==> config.mk <==
export PLATFORM = sky130hd
export DESIGN_NAME = alu_result_buffer
export DESIGN_NICKNAME = d
export VERILOG_FILES = /design/src/rtl/alu_result_buffer.sv
export SDC_FILE = /design/constraint.sdc
export NUM_CORES = 1
export LEC_CHECK = 0
export CAP_MARGIN = 20
export CELL_PAD_IN_SITES_DETAIL_PLACEMENT = 1
export CELL_PAD_IN_SITES_GLOBAL_PLACEMENT = 2
export CORE_ASPECT_RATIO = 1.4
export CORE_MARGIN = 2
export CORE_UTILIZATION = 36
export CTS_CLUSTER_SIZE = 20
export DETAILED_ROUTE_END_ITERATION = 10
export PLACE_DENSITY_LB_ADDON = 0.15
export SYNTH_ARGS = -nofsm -noshare
export SYNTH_HDL_FRONTEND = slang
export SYNTH_SLANG_ARGS = --single-unit
==> constraint.sdc <==
create_clock -name Clock -period 2.8 [get_ports Clock]
set_clock_uncertainty 0.05 [all_clocks]
set_input_delay 0.56 -clock Clock [delete_from_list [all_inputs] [get_ports Clock]]
set_output_delay 0.56 -clock Clock [all_outputs]
set_load 0.03 [all_outputs]
==> src/rtl/alu_result_buffer.sv <==
// Two-entry in-order ALU result buffer with committed {N,Z,V,C} flags; one-cycle push-to-output latency.
// InReady is a register (low only when FULL); optional overflow counter enabled by ALU_RESULT_OVFCNT_EN.
module alu_result_buffer #(
  parameter int RD_W = 3
) (
  input  logic            Clock,
  input  logic            Reset,
  input  logic            InValid,
  output logic            InReady,
  input  logic [15:0]     InResult,
  input  logic            InZero,
  input  logic            InOverflow,
  input  logic            InCarryOut,
  input  logic [3:0]      InOp,
  input  logic [RD_W-1:0] InRd,
  input  logic            InFlagWe,
  output logic            OutValid,
  input  logic            OutReady,
  output logic [15:0]     OutResult,
  output logic [RD_W-1:0] OutRd,
  output logic [3:0]      Flags
`ifdef ALU_RESULT_OVFCNT_EN
  ,
  output logic [7:0]      OvfCount
`endif
);

  typedef enum logic [1:0] {
    EMPTY = 2'd0,
    ONE   = 2'd1,
    FULL  = 2'd2
  } state_t;

  typedef struct packed {
    logic [15:0]     result;
    logic [RD_W-1:0] rd;
    logic            zero;
    logic            ovf;
    logic            carry;
    logic [2:0]      op;
    logic            flag_we;
  } entry_t;

  state_t state;
  entry_t head_q;
  entry_t tail_q;
  entry_t in_entry;
  logic   push;
  logic   pop;
  logic   head_is_add;
  logic   unused_op_msb;

  // Only Op[2:0] decides whether V/C are architecturally meaningful.
  always_comb begin
    in_entry         = '0;
    in_entry.result  = InResult;
    in_entry.rd      = InRd;
    in_entry.zero    = InZero;
    in_entry.ovf     = InOverflow;
    in_entry.carry   = InCarryOut;
    in_entry.op      = InOp[2:0];
    in_entry.flag_we = InFlagWe;
  end

  assign unused_op_msb = InOp[3];

  assign push        = InValid & InReady;
  assign pop         = OutValid & OutReady;
  assign head_is_add = (head_q.op == 3'b100);

  assign OutResult = head_q.result;
  assign OutRd     = head_q.rd;

  always_ff @(posedge Clock) begin
    if (Reset) begin
      state    <= EMPTY;
      InReady  <= 1'b1;
      OutValid <= 1'b0;
      head_q   <= '0;
      tail_q   <= '0;
      Flags    <= 4'b0000;
`ifdef ALU_RESULT_OVFCNT_EN
      OvfCount <= 8'h00;
`endif
    end else begin
      // Flags commit with the head entry as it leaves the buffer.
      if (pop && head_q.flag_we) begin
        Flags[3] <= head_q.result[15];
        Flags[2] <= head_q.zero;
        if (head_is_add) begin
          Flags[1] <= head_q.ovf;
          Flags[0] <= head_q.carry;
        end
      end
`ifdef ALU_RESULT_OVFCNT_EN
      if (pop && head_is_add && head_q.ovf && (OvfCount != 8'hFF)) begin
        OvfCount <= OvfCount + 8'd1;
      end
`endif
      case (state)
        EMPTY: begin
          if (push) begin
            head_q   <= in_entry;
            state    <= ONE;
            OutValid <= 1'b1;
          end
        end
        ONE: begin
          if (push && !pop) begin
            tail_q  <= in_entry;
            state   <= FULL;
            InReady <= 1'b0;
          end else if (!push && pop) begin
            state    <= EMPTY;
            OutValid <= 1'b0;
          end else if (push && pop) begin
            head_q <= in_entry;
          end
        end
        FULL: begin
          if (pop) begin
            head_q  <= tail_q;
            state   <= ONE;
            InReady <= 1'b1;
          end
        end
        default: begin
          state    <= EMPTY;
          InReady  <= 1'b1;
          OutValid <= 1'b0;
        end
      endcase
    end
  end

endmodule
# Yosys cells after proc, flatten, opt, wreduce, memory -nomap -nowiden
# Index checks and enable logic that the tools add are counted.
dict set report totals {
  regBits 60
  inputBits 31
}
dict set report op_classes {
  n_eq_ne 11
  n_mux 18
  bitwise_logic 4
  reduce_logical 14
}
# operator n
set op_table {}
lappend op_table {{26-bit 2-to-1 mux} 5}
lappend op_table {{26-bit one-hot mux with 3 select lines} 1}
lappend op_table {{2-bit inequality test (second input constant)} 7}
lappend op_table {{2-bit 2-to-1 mux} 4}
lappend op_table {{1-bit one-hot mux with 3 select lines} 2}
lappend op_table {{2-bit one-hot mux with 3 select lines} 1}
lappend op_table {{3-bit AND reduction} 2}
lappend op_table {{6-bit AND reduction} 1}
lappend op_table {{1-bit 2-to-1 mux} 5}
lappend op_table {{1-bit logical AND} 4}
lappend op_table {{2-bit AND reduction} 2}
lappend op_table {{4-bit AND reduction} 1}
lappend op_table {{3-bit equality test (second input constant)} 1}
lappend op_table {{3-bit inequality test (second input constant)} 1}
lappend op_table {{3-bit nonzero test} 1}
lappend op_table {{1-bit AND} 2}
lappend op_table {{2-bit by 1-bit equality test with 1-bit output (second input constant)} 1}
lappend op_table {{2-bit equality test (second input constant)} 1}
lappend op_table {{1-bit zero test} 2}
lappend op_table {{2-bit zero test} 1}
lappend op_table {{1-bit inverter} 2}

# Longest topological paths before layout
# Gate-level depths: netlist of the first run.
dict set report logic_depth {
  depth_word 6
  mapped_depth 5
}

# Least setup slack after synthesis of the first run
# OpenSTA, ideal clock, no wires.
dict set report synth_path {
  path_kind {input to register}
  startpoint {input port OutReady}
  endpoint {register head_q, in the netlist OutResult[2]}
  setup_time_ns 0.143
  t_arrival_ns 1.303
  required_time_ns 2.607
  setup_slack_ns 1.304
  stages 5
  path_buffers 2
  cell_sequence {a21bo_1 buf_2 buf_4 a211oi_2 a211oi_2}
}
dict set report synth_between {
  elab_chain_len 5
  word_cells_on_any_way 10
}
# element line_no
set synth_rtl {}
lappend synth_rtl {{from (decl)} 18} ;# input logic OutReady,
lappend synth_rtl {{1-bit AND (*)} 68} ;# assign pop = OutValid & OutReady;
lappend synth_rtl {{1-bit zero test} 109} ;# if (push && !pop) begin
lappend synth_rtl {{1-bit logical AND} 109}
lappend synth_rtl {{2-bit inequality test (no source line)} n/a}
lappend synth_rtl {{6-bit AND reduction (no source line) (*)} n/a}
lappend synth_rtl {{to (signal assigned)} 103} ;# head_q <= in_entry;
lappend synth_rtl {{to (signal assigned)} 117} ;# head_q <= in_entry;
lappend synth_rtl {{to (signal assigned)} 122} ;# head_q <= tail_q;
lappend synth_rtl {{to (decl)} 45} ;# entry_t head_q;
# Mark *: on every way between the ends. The rest lies on a longest branch, timed or not.
# A chain may end at the register's enable or synchronous reset.

# Worst setup path after layout of the first run
dict set report layout_path {
  startpoint {register OutValid}
  endpoint {output port OutValid}
}
# element line_no
set layout_rtl {}
lappend layout_rtl {{from (decl)} 17} ;# output logic OutValid,
lappend layout_rtl {{from (signal assigned)} 78} ;# OutValid <= 1'b0;
lappend layout_rtl {{from (signal assigned)} 105} ;# OutValid <= 1'b1;
lappend layout_rtl {{from (signal assigned)} 115} ;# OutValid <= 1'b0;
# No word-level cell between the ends.

==> impl_metrics.py, run 1 <==
metrics = {
    "run_status": {
        "outcome": "finished clean",
    },
    "sta": {
        "rsz0062_at_grt": "false",
        "post-route-period-util_pct": 77.1,
        "timing.final.ws_setup_ns": 0.641,
        "clock.fmax_mhz": 463,
        "setup_viol": 0,
        "finalSetupTns_ns": 0,
        "drv_slew": 0,
        "max_slew.worst_pin.slew_ns": 0.562,
        "relSlewSlack_pct": 62.5,
        "fin_crit_ns": 2.16,
        "hold_violations": 0,
    },
    "synthesis": {
        "synth_seq_cells": 60,
        "synth_area_leaders": "dfxtp_1 38%, a211oi_2 17%, mux2i_1 8.8%, a21oi_1 4.8%, buf_4 4.7%",
        "synthArstFlopShare_pct": 0,
        "postSynthCellCount": 307,
        "avgSynthCellArea_um2": 10.4,
        "synth.distinct_cells": 36,
        "mappedNetlistArea_um2": 3200,
        "synth_edf_count": 0,
        "yosysTopAreaCellShare_pct": 37.5,
        "ys_warn_count": 0,
        "synth_top_cell_by_area": "dfxtp_1",
        "synth_flop_cell": "dfxtp_1",
        "syn_nets": 338,
        "yosysSeqAreaShare_pct": 37.5,
    },
    "place": {
        "gp_congestion": 0.758,
        "dp_hpwl_mm": 4.91,
        "dp.cells": 426,
        "numPortBuffers": 54,
        "pre_cts_ws_ns": 0.464,
    },
    "detailed_routing": {
        "drc": 0,
        "dr.pass1.iters": 4,
        "vias": 2394,
        "postRouteAntennaNets": 0,
        "first_iter_violations": 53,
        "viasPerCell": 5.43,
        "wirelength_mm": 7.89,
        "wl_per_cell_um": 17.9,
    },
    "setup_path": {
        "worstPathCellList": "clkdlybuf4s50_1",
        "end_kind": "output port",
        "crit_family": "buffers and inverters",
        "cpMaxStageDelayCell": "clkdlybuf4s50_1",
        "cp-start-kind": "register",
        "crit_type": "reg -> out",
        "cp.required_ns": 2.19,
        "r2r-end": "OutResult[13]$_SDFFE_PP0P_",
        "crit_buf_inv": 1,
        "cp_slowest_stage_delay_ns": 0.73,
        "crit_arrival_ns": 1.55,
        "rr_startpoint": "state[0]$_SDFFE_PP0P_",
        "critical_path_depth": 1,
        "crit_end": "OutValid",
        "crit_path_start": "OutValid$_SDFFE_PP0P_",
        "worstPathMaxFanout": 8,
        "ff2ff_setup_slack_ns": 0.93,
        "r2r_cells": 4,
    },
    "clock_tree": {
        "cts_sinks": 60,
        "ctsHtreeMaxLevel": 3,
        "numCtsBuffers": 9,
        "cts-hold-fix-buffers": 0,
        "cts_resized": 0,
        "tritoncts": "built",
        "clk_latency_ns": 0.33,
        "root_buffer": "clkbuf_16",
        "clockBufferDepth": 2,
        "path_clk_slew_ns": 0.05,
        "cts_setup_buffers": 0,
    },
    "power_and_ir_drop": {
        "p_leak_nw": 1.43,
        "irDropWorstVdd_v": 0.000399,
        "p_per_area_nw_per_um2": 779,
    },
    "layout": {
        "multi_input_area_um2": 1540,
        "final_common_cell": "dfxtp_1",
        "final_nets": 363,
        "seq_area_um2": 1200,
        "filler_cell_count": 957,
        "area_growth_pct": 19.1,
        "final_cells": 441,
        "final_cell_mix": "60 x dfxtp_1, 53 x clkdlybuf4s50_1, 43 x a211oi_2",
        "drive_above_1_share_pct": 23.2,
        "diodes": 0,
    },
    "floorplanning": {
        "die_height_um": 116,
        "die_width_um": 83.7,
        "ios": 56,
        "rows": 40,
        "die_area_um2": 9670,
        "start_util_pct": 37.2,
        "core_area_um2": 8610,
    },
    "global_routing": {
        "grt.total_usage_pct": 17.0,
        "grt_first_pass_wirelength_mm": 12.9,
        "grt_max_degree": 54,
        "grt_antenna_before_repair": 0,
        "grt_pass1_vias": 2505,
        "grt-ovfl-total": 0,
    },
    "min_path": {
        "hold_class": "reg -> reg",
    },
    "job": {
        "max_cap_violations": 0,
    },
}
## worst min path at each step
stage                            start                 endpoint  slack, ns  depth (start not counted)
6_report       tail_q[17]$_SDFFE_PP0P_  tail_q[17]$_SDFFE_PP0P_       0.42                          2
2_1_floorplan  tail_q[14]$_SDFFE_PP0P_  tail_q[14]$_SDFFE_PP0P_       0.40                          2
5_1_grt        tail_q[17]$_SDFFE_PP0P_  tail_q[17]$_SDFFE_PP0P_       0.44                          2
3_3_place_gp   tail_q[16]$_SDFFE_PP0P_  tail_q[16]$_SDFFE_PP0P_       0.41                          2
3_5_place_dp   tail_q[14]$_SDFFE_PP0P_  tail_q[14]$_SDFFE_PP0P_       0.42                          2
4_1_cts        tail_q[14]$_SDFFE_PP0P_  tail_q[14]$_SDFFE_PP0P_       0.43                          2
## area by class of cell
type	instances	area share, %
multi-input combinational	194	40.4
timing repair buffer	66	17.4
inverter	1	0.0985
sequential	60	31.5
clock inverter	2	0.263
tap	105	3.45
clock buffer	13	6.83
## sequential cells by signal, summed over array words and instances (netlist names)
signal and count:
head_q 7, OutValid 1, Flags 4, OutResult 16
state 2, tail_q 26, OutRd 3, InReady 1
## synthesized netlist by cell type, types with 2 or more instances
cell type / instances
nand2_1: 3
clkbuf_8: 3
buf_4: 20
buf_12: 3
o21ai_1: 20
nand4_1: 3
nand2b_1: 2
buf_8: 3
dfxtp_1: 60
nand3_1: 27
nor2_1: 5
a211oi_2: 43
buf_2: 5
mux2i_1: 28
o21ai_0: 9
clkbuf_2: 2
clkbuf_1: 5
a21oi_1: 31
a211oi_1: 9
buf_6: 10
## cell families after synthesis
family          count (synthesis)  synth area share [%]
flops                          60                  37.5
simple gates                   48                  8.60
mux                            28                  8.76
compound gates                118                  30.4
buf+inv                        53                  14.7
## power breakdown
part	total, mW	internal (mW)	switching (mW)
Combinational	0.907	0.392	0.515
Sequential	1.05	0.962	0.0839
Clock	1.01	0.639	0.374
Total	2.97	1.99	0.973
## metal layers
metal | up-vias | share of wire, % | routed length [µm] | GRT usage [%]
met4 | 0 | 2.0 | 155 | 8.71
met2 | 40 | 48 | 3760 | 28.4
li1 | 1176 | - | - | -
met1 | 1167 | 47 | 3740 | 21.6
met3 | 11 | 2.8 | 223 | 2.35
met5 | - | 0 | 0 | 0
## stage by stage
stage | utilization [%] | cell area [µm²] | power (mW) | hold slack (ns)
final | 44.3 | 3810 | 2.97 | 0.424
after global routing | 44.3 | 3810 | 3.11 | 0.442
after CTS | 44.3 | 3810 | 3.01 | 0.427
after detailed placement | 41.1 | 3540 | 1.98 | 0.420
after global placement | 41.1 | 3540 | 1.97 | 0.412
after floorplan | - | 3200 | 1.80 | 0.403
(Power assumes the default switching activity.)
==> run 2, diff against run 1 <==
--- a/config.mk
+++ b/config.mk
@@ -10,7 +10,7 @@
 export CELL_PAD_IN_SITES_GLOBAL_PLACEMENT = 2
 export CORE_ASPECT_RATIO = 1.4
 export CORE_MARGIN = 2
-export CORE_UTILIZATION = 36
+export CORE_UTILIZATION = 34
 export CTS_CLUSTER_SIZE = 20
 export DETAILED_ROUTE_END_ITERATION = 10
 export PLACE_DENSITY_LB_ADDON = 0.15
==> constraint.sdc (replaced) <==
create_clock -name Clock -period 2.09 [get_ports Clock]
set_clock_uncertainty 0.05 [all_clocks]
set_input_delay 0.418 -clock Clock [delete_from_list [all_inputs] [get_ports Clock]]
set_output_delay 0.418 -clock Clock [all_outputs]
set_load 0.03 [all_outputs]
==> impl_metrics.py, run 2 (synthesis gave the netlist of run 1 again) <==
metrics = {
    "run_status": {
        "outcome": "finished clean",
    },
    "setup_path": {
        "crit_family": "buffers and inverters",
        "worstPathMaxFanout": 3,
        "end_kind": "output port",
        "cp_slowest_stage_delay_ns": 0.69,
        "cp.required_ns": 1.62,
        "worstPathCellList": "clkdlybuf4s50_1",
        "rr_startpoint": "state[1]$_SDFFE_PP0P_",
        "r2r_cells": 4,
        "r2r-end": "head_q[5]$_SDFFE_PP0P_",
        "cp-start-kind": "register",
        "crit_type": "reg -> out",
        "crit_buf_inv": 1,
        "crit_arrival_ns": 1.39,
        "ff2ff_setup_slack_ns": 0.58,
        "cpMaxStageDelayCell": "clkdlybuf4s50_1",
    },
    "detailed_routing": {
        "drc": 0,
        "vias": 2475,
        "postRouteAntennaNets": 0,
        "first_iter_violations": 117,
        "wl_per_cell_um": 17.8,
        "wirelength_mm": 8.06,
        "viasPerCell": 5.45,
        "dr.pass1.iters": 3,
    },
    "layout": {
        "final_cell_mix": "60 x dfxtp_1, 53 x clkdlybuf4s50_1, 43 x a211oi_2",
        "diodes": 0,
        "drive_above_1_share_pct": 26.2,
        "final_cells": 454,
        "largest_reg_flops": 26,
        "area_growth_pct": 25.7,
        "final_nets": 373,
        "final_common_cell": "dfxtp_1",
        "top_register": "tail_q",
    },
    "global_routing": {
        "grt_first_pass_wirelength_mm": 13.7,
        "grt-ovfl-total": 0,
        "grt_pass1_vias": 2633,
        "grt_antenna_before_repair": 0,
        "grt.total_usage_pct": 17.2,
        "grt_max_degree": 31,
    },
    "floorplanning": {
        "core_area_um2": 9080,
        "die_height_um": 119,
        "die_area_um2": 10200,
        "ios": 56,
        "die_width_um": 86.0,
        "start_util_pct": 35.2,
        "rows": 41,
    },
    "sta": {
        "clock.fmax_mhz": 539,
        "hold_violations": 0,
        "setup_viol": 0,
        "fin_crit_ns": 1.85,
        "post-route-period-util_pct": 88.7,
        "relSlewSlack_pct": 73.3,
        "drv_slew": 0,
        "finalSetupTns_ns": 0,
        "rsz0062_at_grt": "false",
        "max_slew.worst_pin.slew_ns": 0.401,
        "timing.final.ws_setup_ns": 0.236,
    },
    "clock_tree": {
        "ctsHtreeMaxLevel": 3,
        "path_clk_slew_ns": 0.05,
        "cts_sinks": 60,
        "clk_latency_ns": 0.33,
        "root_buffer": "clkbuf_16",
        "tritoncts": "built",
        "cts-hold-fix-buffers": 0,
        "cts_setup_buffers": 0,
        "clockBufferDepth": 2,
        "cts_resized": 0,
        "numCtsBuffers": 9,
    },
    "place": {
        "dp_hpwl_mm": 5.12,
        "pre_cts_ws_ns": 0.0280,
        "numPortBuffers": 54,
        "dp.cells": 438,
        "gp_congestion": 0.709,
    },
    "min_path": {
        "hold_class": "in -> reg",
        "min_delay_path_depth": 2,
        "whs_endpoint": "Flags[2]$_SDFFE_PP0P_",
        "hp-start": "Reset",
    },
    "power_and_ir_drop": {
        "p_leak_nw": 1.53,
        "irDropWorstVdd_v": 0.000460,
        "p_per_area_nw_per_um2": 1050,
    },
    "job": {
        "max_cap_violations": 0,
    },
}
[run 2: layout make-up]
class                      count  area (µm²)
clock buffer                  11         253
timing repair buffer          76         838
tap                          107         134
clock inverter                 5        50.0
sequential                    60        1200
fill                        1009        5060
inverter                       1        3.75
multi-input combinational    194        1540
[run 2: where the power goes]
part | total, mW | internal [mW] | switching [mW]
clock | 1.52 | 0.978 | 0.539
sequential | 1.39 | 1.29 | 0.103
combinational | 1.33 | 0.612 | 0.717
[run 2: how the worst max path moves through the flow]
stage / slack [ns] / to / cells past startpoint / start
after floorplan: 0.60 / OutRd[2]$_SDFFE_PP0P_ / 4 / InReady$_SDFFE_PP1P_
after global placement: 0.1 / head_q[6]$_SDFFE_PP0P_ / 5 / OutReady
after detailed placement: 0.03 / OutResult[9]$_SDFFE_PP0P_ / 5 / OutReady
after CTS: 0.22 / OutResult[15] / 1 / OutResult[15]$_SDFFE_PP0P_
after global routing: 0.19 / OutResult[15] / 1 / OutResult[15]$_SDFFE_PP0P_
final: 0.24 / OutResult[15] / 1 / OutResult[15]$_SDFFE_PP0P_
[run 2: through the flow]
stage	power, mW	hold WS [ns]	utilization, %	cell area, µm²
floorplan	2.42	0.403	-	3200
global placement	2.74	0.411	40.9	3720
detailed placement	2.76	0.419	40.9	3720
CTS	4.30	0.377	44.3	4020
global route	4.44	0.403	44.3	4020
finish	4.24	0.383	44.3	4020
[run 2: worst register-to-register path: cells and delay by family, from the launching register on]
family / cells / cell delay, ns
simple gates: 1 / 0.30
compound gates: 2 / 0.34
buf+inv: 1 / 0.18
flops: 1 / 0.51
[run 2: metal layers]
| layer | track usage, % | routed length, µm |
|---|---|---|
| met2 | 27.3 | 3810 |
| met5 | 0 | 0 |
| met3 | 2.72 | 223 |
| met1 | 22.7 | 3870 |
| met4 | 7.74 | 160 |
